<file path="config.mk">
export PLATFORM = sky130hd
export DESIGN_NAME = instr_queue
export DESIGN_NICKNAME = d
export VERILOG_FILES = /design/src/rtl/instr_queue.sv
export SDC_FILE = /design/constraint.sdc
export NUM_CORES = 1
export LEC_CHECK = 0
export BUFFER_PORTS_ARGS = -buffer_cell sky130_fd_sc_hd__buf_4
export CORE_MARGIN = 3
export CORE_UTILIZATION = 50
export DETAILED_ROUTE_END_ITERATION = 16
export HOLD_SLACK_MARGIN = 0.08
export PLACE_DENSITY = 0.64
export SYNTH_ARGS = -nofsm -noshare
export SYNTH_HDL_FRONTEND = slang
export SYNTH_SLANG_ARGS = --single-unit
</file>
<file path="constraint.sdc">
create_clock -name CLK -period 8.5 [get_ports CLK]
set_input_delay 0.85 -clock CLK [delete_from_list [all_inputs] [get_ports CLK]]
set_output_delay 0.85 -clock CLK [all_outputs]
set_load 0.1 [all_outputs]
</file>
<file path="src/rtl/instr_queue.sv">
// Instruction queue between fetch and decode: circular FIFO of instr/PC pairs
// feeding a registered output stage that ID consumes one entry per cycle.
module instr_queue #(
    parameter int DEPTH  = 8,
    parameter int ADDR_W = 3
) (
    input  logic              CLK,
    input  logic              RESET,
    input  logic              Push_IN,
    input  logic [31:0]       Instr_IN,
    input  logic [31:0]       Instr_PC_IN,
    output logic              Full_OUT,
    output logic              Empty_OUT,
    output logic [ADDR_W:0]   Count_OUT,
    input  logic              Request_Instr1,
    input  logic              Freeze_IN,
    input  logic              Flush_IN,
    output logic [31:0]       Instr1_OUT,
    output logic [31:0]       Instr1_PC_OUT,
    output logic [31:0]       Instr1_PC_Plus4_OUT,
    output logic              Instr1_Valid_OUT
);

    logic [63:0]       mem_q [DEPTH];
    logic [ADDR_W-1:0] rd_ptr_q, rd_ptr_d;
    logic [ADDR_W-1:0] wr_ptr_q, wr_ptr_d;
    logic [ADDR_W:0]   count_q, count_d;
    logic [31:0]       instr1_q, instr1_d;
    logic [31:0]       pc_q, pc_d;
    logic [31:0]       pc4_q, pc4_d;
    logic              valid_q, valid_d;

    logic              full, empty;
    logic              push_acc, pop;
    logic [63:0]       head;

    assign full      = (count_q == (ADDR_W+1)'(DEPTH));
    assign empty     = (count_q == '0);
    assign Full_OUT  = full;
    assign Empty_OUT = empty;
    assign Count_OUT = count_q;

    // Full is judged before any same-cycle pop, so a push at Full is always dropped.
    assign push_acc = Push_IN && !full && !Flush_IN;
    assign pop      = Request_Instr1 && !Freeze_IN && !Flush_IN && !empty;
    assign head     = mem_q[rd_ptr_q];

    always_comb begin
        rd_ptr_d = rd_ptr_q;
        wr_ptr_d = wr_ptr_q;
        count_d  = count_q;
        instr1_d = instr1_q;
        pc_d     = pc_q;
        pc4_d    = pc4_q;
        valid_d  = valid_q;

        if (Flush_IN) begin
            rd_ptr_d = '0;
            wr_ptr_d = '0;
            count_d  = '0;
            instr1_d = '0;
            pc_d     = '0;
            pc4_d    = '0;
            valid_d  = 1'b0;
        end else begin
            if (push_acc) wr_ptr_d = wr_ptr_q + ADDR_W'(1);
            if (pop)      rd_ptr_d = rd_ptr_q + ADDR_W'(1);
            count_d = count_q + (ADDR_W+1)'(push_acc) - (ADDR_W+1)'(pop);

            if (!Freeze_IN) begin
                if (pop) begin
                    instr1_d = head[63:32];
                    pc_d     = head[31:0];
                    pc4_d    = head[31:0] + 32'd4;
                    valid_d  = 1'b1;
                end else begin
                    instr1_d = '0;
                    pc_d     = '0;
                    pc4_d    = '0;
                    valid_d  = 1'b0;
                end
            end
        end
    end

    always_ff @(posedge CLK or negedge RESET) begin
        if (!RESET) begin
            rd_ptr_q <= '0;
            wr_ptr_q <= '0;
            count_q  <= '0;
            instr1_q <= '0;
            pc_q     <= '0;
            pc4_q    <= '0;
            valid_q  <= 1'b0;
        end else begin
            rd_ptr_q <= rd_ptr_d;
            wr_ptr_q <= wr_ptr_d;
            count_q  <= count_d;
            instr1_q <= instr1_d;
            pc_q     <= pc_d;
            pc4_q    <= pc4_d;
            valid_q  <= valid_d;
        end
    end

    // Storage is deliberately left out of reset; count/pointers guard its use.
    always_ff @(posedge CLK) begin
        if (push_acc) mem_q[wr_ptr_q] <= {Instr_IN, Instr_PC_IN};
    end

    assign Instr1_OUT          = instr1_q;
    assign Instr1_PC_OUT       = pc_q;
    assign Instr1_PC_Plus4_OUT = pc4_q;
    assign Instr1_Valid_OUT    = valid_q;

endmodule
</file>
======== Word level (Yosys, flattened, before mapping) ========
Memory sizes are Yosys's and may differ from the RTL's.
Cells that the tools add are included.
operators by class
  $add $sub $neg .......................... 5
  equality and inequality tests ........... 2
  mux-type cells .......................... 19
  reductions and logical operators ........ 12
operator list
  operator                 number
  $mux W32                 9
  $add A32 B3 Y32 const B  1
  $mux W3                  4
  $add A3 B1 Y3 const B    2
  $logic_and A1 B1 Y1      5
  $mux W1                  5
  $add A4 B1 Y4            1
  $eq A4 B4 Y1 const B     1
  $logic_not A1 Y1         4
  $logic_not A4 Y1         1
  $mux W4                  1
  $reduce_bool A2 Y1       2
  $sub A4 B1 Y4            1
  $ne A2 B1 Y1 const B     1
word-level totals
  register bits ........................... 107
  memory bits (writable) .................. 512
  input port bits ......................... 70
  output and inout bits ................... 103
  logic and storage cells ................. 46
  memories kept ........................... 1
memory list
  memory  words  width  rd ports  clocked after memory_dff  wr ports  line  RTL
  mem_q   8      64     1         0                         1         24    logic [63:0] mem_q [DEPTH];

======== Depth between registers and ports, before layout ========
  depth in word-level cells ............... 7
  gate-level depth with buffers ........... 14
  mapped depth without buffers ............ 13

======== Worst setup path before layout ========
Ideal clock, no wire load.
  kind .................................... register to register
  from .................................... register count_q[2], in the netlist Count_OUT[2]
  to ...................................... memory mem_q[0][0], enable pin
  arrival ................................. 6.255 ns
  setup slack ............................. 1.680 ns
  stages on the path, launching flop included .. 7
  period minus slack after synthesis ...... 6.820 ns
  path through ............................ dfrtp_1 > inv_1 > ha_1 > nand2_1 > nand2_1 > or3_1 > nor3_1
on the way
  longest elaborated chain between the ends .. 6
RTL lines
  element                           line  RTL
  start, declared                   27    logic [ADDR_W:0] count_q, count_d;
  start signal, assigned            98    count_q <= count_d;
  $eq A4 B4 Y1                      37    assign full = (count_q == (ADDR_W+1)'(DEPTH));
  $logic_not A1 Y1                  44    assign push_acc = Push_IN && !full && !Flush_IN;
  $logic_and A1 B1 Y1 (2 in a row)  44
  $mux W1                           108   if (push_acc) mem_q[wr_ptr_q] <= {Instr_IN, Instr_PC_IN};
  $mux W1 (not written as such)     108
  end, declared                     24
Every way passes these cells.

======== Worst setup path after layout ========
  from .................................... register rd_ptr_q[0]
  to ...................................... register pc4_q[28], in the netlist Instr1_PC_Plus4_OUT[28]
on the way
  longest elaborated chain between the ends .. 5
RTL lines
  element                 line  RTL
  start, declared         25    logic [ADDR_W-1:0] rd_ptr_q, rd_ptr_d;
  start signal, assigned  96    rd_ptr_q <= rd_ptr_d;
  $mem_v2 Z8 W64          -
  $add A32 B3 Y32         74    pc4_d = head[31:0] + 32'd4;
  $mux W32                71    if (pop) begin
  $mux W32                70    if (!Freeze_IN) begin
  $mux W32                57    if (Flush_IN) begin
  end signal, assigned    101   pc4_q <= pc4_d;
  end, declared           30    logic [31:0] pc4_q, pc4_d;
Every way passes these cells. The select of a mux whose other input is x is not followed.
A chain may end at the register's enable or synchronous reset.

==> flow_summary.ini <==
[outcome]
status = finished clean

[cells_and_area]
seq_area_sq_um = 18000
stdcell_area_sq_um = 27700
fin_util_pct = 59.2
final_nets = 1502
drive_above_1_share_pct = 27.7
multi_input_area_sq_um = 5490
syn2layout_area_growth_pct = 16.4
fillCellCount = 3431

[place]
gp_congestion = 0.740
post_dp_cell_area_sq_um = 25700
place_ws_ns = 3.67
dpl.hpwl_um = 28600
port_buffers = 172

[critical_path]
cp_slowest_stage_delay_ns = 1.02
crit_path_end_kind = register
crit_type = reg -> reg
arrival_ns = 5.28
path_max_fanout = 49
cp_common_cell = nand2_1
startpoint_type = register
path_cells = buf_4 -> mux4_2 -> nand2_1 -> nand2_1 -> ha_1 -> inv_1 -> nor2_1 -> nand3_1 -> or4_4 -> or4_1 -> a32o_1
worst-endpoint-required_ns = 9.01
worst_path_max_delay_cell = dfrtp_4

[timing]
fmax_mhz = 209
slew_viol_final = 0
fin_crit_sh_pct = 56.2
fin_worst_skew_ns = 0.0181
report.final.hold_viol_count = 0
relSlewSlack_pct = 26.8
setup-violations-final = 0
worstMarginPinSlew_ns = 1.10
rsz0062_at_grt = no
worst_slack_ns = 3.72
post-route-min-period_ns = 4.78
fin_setup_tns_ns = 0

[global_route]
use_met1_pct = 29.2
antenna_found_initial = 6
top_usage_layer = met2
use_met2_pct = 34.1
grt_pass1_vias = 12500
grt_usage_pct = 21.0
grt_max_degree = 85
grt_pass1_wl_um = 78900
use_met3_pct = 4.53
overflow = 0

[yosys]
syn_nets = 1311
yosys.area_share.xor_xnor_pct = 0.884
avgSynthCellArea_sq_um = 19.3
synth_seq_cells = 617
synth_cells = 1231
async_flop_share_pct = 17.0
muxShareOfSynthArea_pct = 14.7
synth_compound_area_share_pct = 2.80
ys.flop_type = edfxtp_1
seq_area_frac_synth_pct = 75.7
synth_fa_ha_area_share_pct = 0.558
synth_top_family_by_area = multiplexers
netlist_area_sq_um = 23800
synth_top_area_share_pct = 64.7
yosys-top-cells-area = edfxtp_1 65%, dfrtp_1 11%, mux4_2 10%, mux2i_1 3.0%, nand2_1 1.7%
synth-simple-area-share_pct = 3.87
synth.distinct_cells = 50
synth_warnings = 0
synth_top_area_cell = edfxtp_1
synth_edf_count = 512

[job]
max_cap_viol_count = 0

[cts]
clk_pin_slew_ns = 0.06
post_cts_buffers = 0
clk_latency_ns = 0.62
cts.sinks = 617
hold_buffers = 0
clock-root-buffer = clkbuf_16
cts_tree = yes
cts_buffers = 61
htree_levels = 2
clockBufferDepth = 3
cts_resized = 0

[route]
wl_per_cell_um = 24.6
drt-total-wl_um = 51300
drc = 0
firstDrtPassIters = 5
viasPerCell = 5.73
ant_nets = 0
dr_total_vias = 11900
drt_iter0_markers = 1218

[power_and_ir_drop]
power.internal_mw = 5.28
p_leak_nw = 9.55
switching_share_pct = 27.8
powerDensity_nw_per_um2 = 264
p_comb_share_pct = 16.5
clock_power_share_pct = 35.4
switchingPower_mw = 2.03
power.total_mw = 7.30
vdd_ir_drop_max_uv = 203
seqPwrFrac_pct = 48.0

[floorplan]
fp.dieH_um = 224
initial_core_util_pct = 50.9
floorplan.io_pins = 173
fp.coreArea_sq_um = 46800
die_w_um = 224
die_area_sq_um = 50200
rows = 79

[hold_path]
hold_path.class = in -> async
final timing paths:
check	start	end	slack, ns	cells past startpoint
worst max-delay path	rd_ptr_q[0]	Instr1_PC_Plus4_OUT[28]	3.72	11
worst min-delay path	RESET	Instr1_OUT[20]	0.18	1
worst max register to register	rd_ptr_q[0]	Instr1_PC_Plus4_OUT[28]	3.72	11
worst min register to register	Instr1_Valid_OUT	Instr1_Valid_OUT	0.49	2
max in group asynchronous	RESET	rd_ptr_q[0]	6.96	2
min in group CLK	Instr_IN[26]	mem_q[0][58]	0.45	1
power groups by stage:
stage | sequential, mW | combinational (mW) | clock (mW)
after floorplan | 3.90 | 0.563 | 0
after global placement | 3.57 | 1.21 | 0
after detailed placement | 3.57 | 1.22 | 0
after CTS | 3.51 | 1.22 | 2.64
after global routing | 3.52 | 1.28 | 2.77
final | 3.51 | 1.21 | 2.59
cell families (layout without fill, tap and decap cells):
| logic type | count (synthesis) | after routing |
|---|---|---|
| multiplexers | 194 | 194 |
| flip-flops | 617 | 617 |
| AND/OR/NAND/NOR | 199 | 199 |
| adder cells (fa/ha/maj) | 10 | 10 |
| buffers and inverters | 73 | 316 |
| XOR/XNOR | 24 | 24 |
| other | 0 | 3 |
| AO/OA/AOI/OAI | 114 | 114 |
final cells by class:
class	instances	share of cell area (%)
inverters	10	0.136
clock buffers	87	6.12
repair buffers	191	5.19
diodes	3	0.0271
clock inverters	28	0.877
multi-input cells	541	19.8
well taps	607	2.74
flip-flops and latches	617	65.1
sequential cells by signal, summed over array words and instances (netlist names):
signal / count
mem_q: 512
Instr1_OUT: 32
Instr1_PC_OUT: 32
Instr1_PC_Plus4_OUT: 30
Count_OUT: 4
rd_ptr_q: 3
wr_ptr_q: 3
Instr1_Valid_OUT: 1
cell usage in the layout (no fill, tap or decap), types with 16 or more instances in the layout:
cell and count:
edfxtp_1 512, buf_4 190, mux4_2 108, nand2_1 107, dfrtp_1 102, o21ai_0 79
mux2i_1 71, clkbuf_16 62, nor2_1 20, clkbuf_1 20, xor2_1 16
layer usage:
layer	share of wire, %	routed length, um	up-vias
met3	6.5	3330	82
met4	2.2	1130	6
li1	-	-	5275
met1	42	21800	6213
met2	49	25000	371
met5	0.099	51	-
critical path: cells and delay by family (launching register included):
family	cells	cell delay, ns
buf+inv	2	0.87
simple gates	6	1.88
flops	1	1.02
mux	1	0.35
compound gates	1	0.26
fa+ha+maj	1	0.16
cell usage after synthesis (all sizes together), types with 6 or more instances:
| library cell | count |
|---|---|
| mux2i | 72 |
| a21o | 6 |
| nand2b | 7 |
| mux4 | 120 |
| dfrtp | 105 |
| nand3 | 9 |
| nor4 | 7 |
| xor2 | 16 |
| nand2 | 107 |
| inv | 9 |
| a22oi | 11 |
| ha | 9 |
| nor3 | 10 |
| clkbuf | 31 |
| buf | 32 |
| xnor2 | 8 |
| o21ai | 79 |
| a22o | 6 |
| edfxtp | 512 |
| or4 | 6 |
| nor2 | 26 |
stage by stage:
stage	hold slack, ns	std cells
2_1_floorplan	0.546	1231
3_3_place_gp	0.462	1966
3_5_place_dp	0.472	1966
4_1_cts	0.152	2081
5_1_grt	0.163	2082
6_report	0.175	2084
No activity file was read; power rests on OpenSTA's default activity.
